File: src/rtl/stream_encryption.sv
// stream_encryption
//   Byte-stream encryptor. Each accepted plaintext byte is XORed with the low
//   byte of a keyed Galois LFSR and with the previous ciphertext byte. The
//   result is rotated left and registered onto dout with a one-cycle v pulse.
//   A matching decryptor loaded with the same key recovers the plaintext.
//
// Ports
//   clock   in   1    system clock, rising edge
//   rst     in   1    synchronous reset, active high
//   key_ld  in   1    load key; takes priority over en
//   key     in   KW   key value, valid with key_ld
//   en      in   1    plaintext byte valid
//   din     in   N    plaintext byte
//   ready   out  1    block accepts en (state RUN)
//   dout    out  N    ciphertext byte, held between pulses
//   v       out  1    dout valid, one pulse per accepted byte
//
// state   | meaning
// --------+---------------------------------------------------------
// IDLE    | no key loaded, en ignored
// WARM    | LFSR stepping once per cycle for WARM cycles, en ignored
// RUN     | ready=1, one byte accepted per cycle with en
module stream_encryption #(
  parameter int             N    = 8,
  parameter int             KW   = 16,
  parameter logic [KW-1:0]  TAPS = 16'hB400,
  parameter int             ROT  = 3,
  parameter int             WARM = 16
) (
  input  logic          clock,
  input  logic          rst,
  input  logic          key_ld,
  input  logic [KW-1:0] key,
  input  logic          en,
  input  logic [N-1:0]  din,
  output logic          ready,
  output logic [N-1:0]  dout,
  output logic          v
);

  localparam int CW = (WARM > 1) ? $clog2(WARM) : 1;
  localparam logic [CW-1:0] WLOAD = CW'(WARM - 1);

  typedef enum logic [1:0] {ST_IDLE, ST_WARM, ST_RUN} state_t;

  state_t        state, state_n;
  logic [KW-1:0] s, s_n;
  logic [N-1:0]  prev_c, prev_n;
  logic [CW-1:0] wcnt, wcnt_n;
  logic [N-1:0]  dout_n;
  logic          v_n;
  logic          accept;
  logic [N-1:0]  mix, c;

  function automatic logic [KW-1:0] step(input logic [KW-1:0] x);
    return x[0] ? ((x >> 1) ^ TAPS) : (x >> 1);
  endfunction

  function automatic logic [N-1:0] rotl(input logic [N-1:0] x);
    return (x << ROT) | (x >> (N - ROT));
  endfunction

  assign accept = (state == ST_RUN) && en && !key_ld;
  assign mix    = din ^ s[N-1:0] ^ prev_c;
  assign c      = rotl(mix);
  assign ready  = (state == ST_RUN);

  always_comb begin
    state_n = state;
    s_n     = s;
    prev_n  = prev_c;
    wcnt_n  = wcnt;
    dout_n  = dout;
    v_n     = 1'b0;
    if (key_ld) begin
      // a zero key would lock the LFSR at zero forever
      s_n     = (key == '0) ? KW'(1) : key;
      prev_n  = '0;
      wcnt_n  = WLOAD;
      state_n = ST_WARM;
    end else begin
      case (state)
        ST_WARM: begin
          s_n = step(s);
          if (wcnt == '0) state_n = ST_RUN;
          else            wcnt_n  = wcnt - 1'b1;
        end
        ST_RUN: begin
          if (accept) begin
            dout_n = c;
            v_n    = 1'b1;
            prev_n = c;
            s_n    = step(s);
          end
        end
        default: state_n = ST_IDLE;
      endcase
    end
  end

  always_ff @(posedge clock) begin
    if (rst) begin
      state  <= ST_IDLE;
      s      <= '0;
      prev_c <= '0;
      wcnt   <= '0;
      dout   <= '0;
      v      <= 1'b0;
    end else begin
      state  <= state_n;
      s      <= s_n;
      prev_c <= prev_n;
      wcnt   <= wcnt_n;
      dout   <= dout_n;
      v      <= v_n;
    end
  end

endmodule

File: config.mk
export PLATFORM = sky130hd
export DESIGN_NAME = stream_encryption
export DESIGN_NICKNAME = d
export VERILOG_FILES = /design/src/rtl/stream_encryption.sv
export SDC_FILE = /design/constraint.sdc
export NUM_CORES = 1
export LEC_CHECK = 0
export ABC_AREA = 1
export BUFFER_PORTS_ARGS = -buffer_cell sky130_fd_sc_hd__buf_2
export CAP_MARGIN = 20
export CORE_UTILIZATION = 45
export DETAILED_ROUTE_END_ITERATION = 16
export GPL_TIMING_DRIVEN = 0
export PLACE_DENSITY = 0.65
export SYNTH_ARGS = -nofsm -noshare
export SYNTH_HDL_FRONTEND = slang
export SYNTH_SLANG_ARGS = --single-unit
File: constraint.sdc
create_clock -name clock -period 1.5 [get_ports clock]
set_input_delay 0.3 -clock clock [delete_from_list [all_inputs] [get_ports clock]]
set_output_delay 0.3 -clock clock [all_outputs]
set_load 0.1 [all_outputs]
==> results of run 1 <==
==> power by group <==
part / internal [mW] / switching, mW / total [mW]
clock: 0.495 / 0.377 / 0.872
sequential: 1.09 / 0.0366 / 1.13
combinational: 0.164 / 0.243 / 0.407
total: 1.75 / 0.656 / 2.41
==> cells in the mapped netlist (4+ instances only) <==
cell	n
o21ai_1	14
inv_2	4
nor2_1	32
xnor2_1	11
o21ai_0	17
inv_1	32
dfxtp_1	39
clkbuf_1	4
nand2_1	66
nand3_1	4
a21oi_1	35
==> through the flow <==
step           setup slack (ns)  instance area, um^2
5_1_grt                  0.0257                 2250
3_5_place_dp              0.178                 2130
6_report                 0.0847                 2250
2_1_floorplan           -0.0771                 1880
4_1_cts                  0.0732                 2250
3_3_place_gp              0.184                 2130
==> cell type report <==
class / count / area, um^2
Buffer: 10 / 66.3
Clock buffer: 5 / 68.8
Clock inverter: 3 / 43.8
Fill cell: 410 / 1750
Inverter: 36 / 135
Multi-Input combinational cell: 188 / 900
Sequential cell: 39 / 783
Tap cell: 50 / 62.6
Timing Repair Buffer: 37 / 188
==> registers in the layout (all words and copies together), names as in the netlist <==
name    cells
v           1
state       2
s          16
prev_c      8
dout        8
wcnt        4
==> logic make-up after synthesis <==
family                     count (synthesis)  share of synthesized area, %
AOI/OAI and AO/OA                         68                          18.4
xor gates and xnor gates                  11                          5.13
buffers and inverters                     46                          10.5
and+or+nand+nor                          108                          23.7
DFF                                       39                          41.6
adders and majority gates                  1                         0.666
==> per-layer routing <==
| layer | share of wire [%] | GRT usage, % | wire length, um | vias to the layer above |
|---|---|---|---|---|
| li1 | - | - | - | 949 |
| met1 | 50 | 28.1 | 2060 | 785 |
| met2 | 44 | 34.2 | 1790 | 40 |
| met3 | 5.0 | 5.31 | 204 | 7 |
| met4 | 1.4 | 7.18 | 56 | 0 |
| met5 | 0 | 0 | 0 | - |
==> layout by cell type (no fill, tap or decap), types with 3 or more instances in the layout <==
master,synthesis,routed
buf_6,2,3
nand3_1,4,4
buf_2,2,38
nor2_1,32,32
clkbuf_1,4,4
dfxtp_1,39,37
nand2_1,66,66
o21ai_0,17,17
inv_1,32,32
clkbuf_8,0,5
o21ai_1,14,14
a21oi_1,35,35
inv_2,4,4
xnor2_1,11,11
==> worst register-to-register path, cell delays in order (launching register included) <==
cell,delay (ns)
dfxtp_1,0.35
inv_1,0.08
ha_1,0.22
nand3_1,0.09
nand2_1,0.09
nand2_1,0.17
nor2_1,0.06
a211oi_1,0.19
==> final timing paths <==
| check | endpoint | slack, ns | cells past startpoint |
|---|---|---|---|
| max | ready | 0.08 | 3 |
| min | s[7]$_SDFFE_PP0P_ | 0.25 | 3 |
| max reg2reg | wcnt[0]$_SDFFE_PP0P_ | 0.17 | 7 |
| min reg2reg | dout[2]$_SDFFE_PP0P_ | 0.46 | 2 |
==> run metrics, run 1 <==
die area=4440 um^2; largest net degree at the start of global routing=14; mapped cell area=1880 um^2; TritonCTS buffer count=5; post-synthesis sequential area ratio=41.6%; Min Hold Slack=0.254 ns; WL/cell=11.2 um; ratio of cells with drive above 1 in the final layout=19.5%; synthesis-to-finish area growth=19.7%; Setup Skew=0.00507 ns; Clock Pin Slew Worst Setup and Hold Paths=0.08 ns; max-slew violations=0; Initial Util=47.0%; Hold Violations, Final=0; core region area=4000 um^2; startpoint types=flip-flop; Max stage delay on crit path=0.32 ns; HP Class=primary input to flip-flop; Critical-path top delay cell=dfxtp_2; first-pass GRT wire length=7.20 mm; Crit path arrival time=1.12 ns; vias in the first global route=1,649; Root Driver=clkbuf_8; Die Y=66.6 um; ys async rst share=0%; achievable clock frequency=707 MHz; top-area cell type share of the netlist area=41.6%; Synthesis Warnings=0; H-tree Lvls=2; Mapped Nets=302; post-synthesis cell count=273; DRT antenna net count=0; CP Cell Sequence=inv_2, nor2_4, buf_4; fin crit share=94.4%; All-Layer GR Usage=21.5%; setup bufs post-CTS=0; Power Dens Cells=1070 nW/um^2; Worst Tran Pin Value=0.510 ns; RSZ-0062 raised after global routing=no; number of DRC markers in iteration 0=78; antenna violations before repair=0; largest delay contributor family on the critical path=buffers and inverters; final core utilization=56.2%; VDD IR max=531 uV; FP Rows=23; # diodes=0; WL final=4.12 mm; Syn Area/Cell=6.88 um^2; Leak=0.992 nW; Post-synth EDFFs=0; Setup TNS=0 ns; drc violations=0; Post-DP HPWL=3.07 mm; clk_lat worst skew=0.29 ns; Port Buf Inserts=37; Synth Flop Type=dfxtp_1; CP endpoint kind=output port; Hold Buf Count CTS=0; Buffers & Inverters on Critical Path=2; Yosys top cell by area=dfxtp_1; top post-synthesis cells by area=dfxtp_1, nand2_1, a21oi_1; critical path required time=1.20 ns; final setup violation count=0; Clock Path Buffers=2; Final Total Pwr=2.41 mW; via/cell ratio=4.84; DP Cell Count=360; status=completed; Setup CP Type=flip-flop to output port; GRT overflow=0; TritonCTS clock tree=done; Hold Crit Start=key[7]; TritonCTS Sinks=39; final net count=346; Distinct cells, synth=21; vias=1,781; Max Cap Violations=0; beginning of the critical path=state[1]$_SDFFE_PP0P_; Die X=66.6 um; slew margin rel.=66.0%; DR pass1 iterations=4; num ports=38; post_cts resized=1; Post-Layout Cell Count=368; synthesis-stage register bit count=39; GP Congestion=0.789; worst reg2reg startpoint=wcnt[0]$_SDFFE_PP0P_; critical path peak fanout=4; Tmin final=1.42 ns
Power figures use the tool's default switching activity.
==> inputs of run 2 (changes only) <==
--- a/config.mk
+++ b/config.mk
@@ -8,10 +8,12 @@
 export ABC_AREA = 1
 export BUFFER_PORTS_ARGS = -buffer_cell sky130_fd_sc_hd__buf_2
 export CAP_MARGIN = 20
-export CORE_UTILIZATION = 45
+export CELL_PAD_IN_SITES_DETAIL_PLACEMENT = 0
+export CELL_PAD_IN_SITES_GLOBAL_PLACEMENT = 1
+export CORE_UTILIZATION = 38
 export DETAILED_ROUTE_END_ITERATION = 16
 export GPL_TIMING_DRIVEN = 0
-export PLACE_DENSITY = 0.65
+export PLACE_DENSITY = 0.76
 export SYNTH_ARGS = -nofsm -noshare
 export SYNTH_HDL_FRONTEND = slang
 export SYNTH_SLANG_ARGS = --single-unit
==> run 2 against run 1 <==
Net effect:
- maximum frequency increased by 1.9%
- non-clock buffer count is the same
- combinational power about the same
- first-iteration DRC count shrank 33%
- power is 8.1% lower
- setup slack gained 0.026 ns
- cell area shrank 0.45%
- clock skew increased by 0.00083 ns
==> run metrics, run 2 (synthesis results as in run 1) <==
status=completed; Hold Violations, Final=0 (unchanged); TritonCTS buffer count=5 (unchanged); setup bufs post-CTS=0 (unchanged); Tmin final=1.39 ns (-0.0258 ns); Worst Tran Pin Value=0.491 ns (-0.0189 ns); Buffers & Inverters on Critical Path=1 (-1); TritonCTS clock tree=done; GP Congestion=0.770 (-2.3%); GRT overflow=0 (unchanged); ratio of cells with drive above 1 in the final layout=18.9% (-0.63 points); Max stage delay on crit path=0.34 ns (+0.02 ns); max-slew violations=0 (unchanged); Final Total Pwr=2.22 mW (-8.1%); clk_lat worst skew=0.28 ns (about the same); commonest cells after routing, fill and taps aside=nand2_1, buf_2, dfxtp_1; Largest register FFs=16 (unchanged); TritonCTS Sinks=39 (unchanged); r2r setup slk=0.18 ns (about the same); startpoint types=flip-flop; RSZ-0062 raised after global routing=no; Setup CP Type=flip-flop to output port; H-tree Lvls=2 (unchanged); biggest regs=s (16), dout (8), prev_c (8); WL/cell=11.0 um (-1.4%); Clock Path Buffers=2 (unchanged); drc violations=0 (unchanged); first-pass GRT wire length=7.05 mm (-2.1%); worst setup path end=ready; Max Cap Violations=0 (unchanged); VDD IR max=393 uV (-26%); Setup Skew=0.00590 ns (+0.000828 ns); slew margin rel.=67.5% (+1.5 points); Leak=0.977 nW (-1.6%); DR pass1 iterations=4 (unchanged); core region area=4750 um^2 (+19%); synthesis-to-finish area growth=19.1%; largest delay contributor family on the critical path=flip-flops; CP Cell Sequence=nor2_4, buf_4; fin crit share=92.6% (-1.7 points); vias=1,739 (-2.4%); critical path required time=1.20 ns (about the same); critical path peak fanout=4 (unchanged); HP Class=primary input to flip-flop; commonest non-fill, non-tap cell in the layout=nand2_1; final setup violation count=0 (unchanged); Die Y=72.3 um (+8.6%); Crit path arrival time=1.09 ns (-0.03 ns); Critical-path top delay cell=dfxtp_2; RR Endpoint=wcnt[0]$_SDFFE_PP0P_; CP endpoint kind=output port; Critical Path Stages=2 (-1); Die X=72.3 um (+8.6%); Initial Util=39.5% (-7.5 points); number of DRC markers in iteration 0=52 (-33%); largest net degree at the start of global routing=12 (-2); Clock Pin Slew Worst Setup and Hold Paths=0.08 ns (about the same); FP Rows=25 (+8.7%); via/cell ratio=4.52 (-6.7%); Largest Register=s; die area=5230 um^2 (+18%); Root Driver=clkbuf_8; Post-DP HPWL=3.11 mm (+1.2%); DRT antenna net count=0 (unchanged); Port Buf Inserts=37 (unchanged); vias in the first global route=1,573 (-4.6%); # diodes=0 (unchanged); beginning of the critical path=state[0]$_SDFFE_PP0P_; Reg2Reg Depth=7 (unchanged); antenna violations before repair=0 (unchanged); worst reg2reg startpoint=wcnt[0]$_SDFFE_PP0P_; WL final=4.25 mm (+3.1%); Power Dens Cells=990 nW/um^2 (-7.7%); final core utilization=47.1% (-9.1 points); All-Layer GR Usage=17.6% (-3.9 points); achievable clock frequency=720 MHz (+1.9%); final net count=346 (unchanged); num ports=38 (unchanged)
==> run 2: changes by cell type in the layout (fill, tap and decap cells not counted) <==
| cell | delta |
|---|---|
| bufinv_16 | -1 |
| clkinv_4 | -1 |
| clkbuf_1 | +2 |
==> run 2: worst register-to-register path, delay by kind of cell, from the launching register on <==
| kind | cells | cell delay [ns] |
|---|---|---|
| AO/OA/AOI/OAI | 1 | 0.17 |
| flip-flops | 1 | 0.36 |
| buffers and inverters | 1 | 0.08 |
| adder cells (fa/ha/maj) | 1 | 0.22 |
| AND/OR/NAND/NOR | 4 | 0.40 |
==> run 2: cell type report <==
cell class              count  area (um^2)
fillers                   546         2520
multi-input cells         188          900
flip-flops and latches     39          783
repair buffers             37          188
inverters                  36          135
well taps                  67         83.8
clock buffers               7         76.3
plain buffers              10         66.3
clock inverters             1         5.00
==> run 2: worst min path at each step <==
stage | slack, ns | from | end | cells past startpoint
after floorplan | 0.37 | rst | dout[4]$_SDFFE_PP0P_ | 1
after global placement | 0.45 | dout[7]$_SDFFE_PP0P_ | dout[7]$_SDFFE_PP0P_ | 2
after detailed placement | 0.45 | dout[2]$_SDFFE_PP0P_ | dout[2]$_SDFFE_PP0P_ | 2
after CTS | 0.25 | key[9] | s[9]$_SDFFE_PP0P_ | 3
after global routing | 0.26 | key[5] | s[5]$_SDFFE_PP0P_ | 3
final | 0.26 | key[9] | s[9]$_SDFFE_PP0P_ | 3
==> run 2: stage by stage <==
| stage | instance area [um^2] | hold slack [ns] | worst slack (ns) | TNS, ns | std cells |
|---|---|---|---|---|---|
| floorplan | 1880 | 0.369 | -0.0771 | -1.05 | 273 |
| global placement | 2150 | 0.450 | 0.182 | 0 | 377 |
| detailed placement | 2150 | 0.450 | 0.150 | 0 | 377 |
| CTS | 2240 | 0.251 | 0.0943 | 0 | 385 |
| global route | 2240 | 0.262 | 0.00730 | 0 | 385 |
| finish | 2240 | 0.258 | 0.111 | 0 | 385 |
==> run 2: power breakdown <==
part / internal [mW] / total, mW / switching (mW)
logic: 0.164 / 0.407 / 0.242
clock network: 0.326 / 0.676 / 0.350
registers: 1.09 / 1.13 / 0.0377
==> run 2: what timing repair did <==
action                     CTS  global route
resized for setup            1             0
setup endpoints to repair    1             0
hold buffers                 0             0
==> run 2: routing by layer <==
layer | GRT usage, % | vias up | part of all wire (%)
li1 | - | 948 | -
met1 | 23.0 | 754 | 50
met2 | 28.2 | 33 | 46
met3 | 4.31 | 4 | 2.9
met4 | 6.75 | 0 | 1.1
met5 | 0 | - | 0
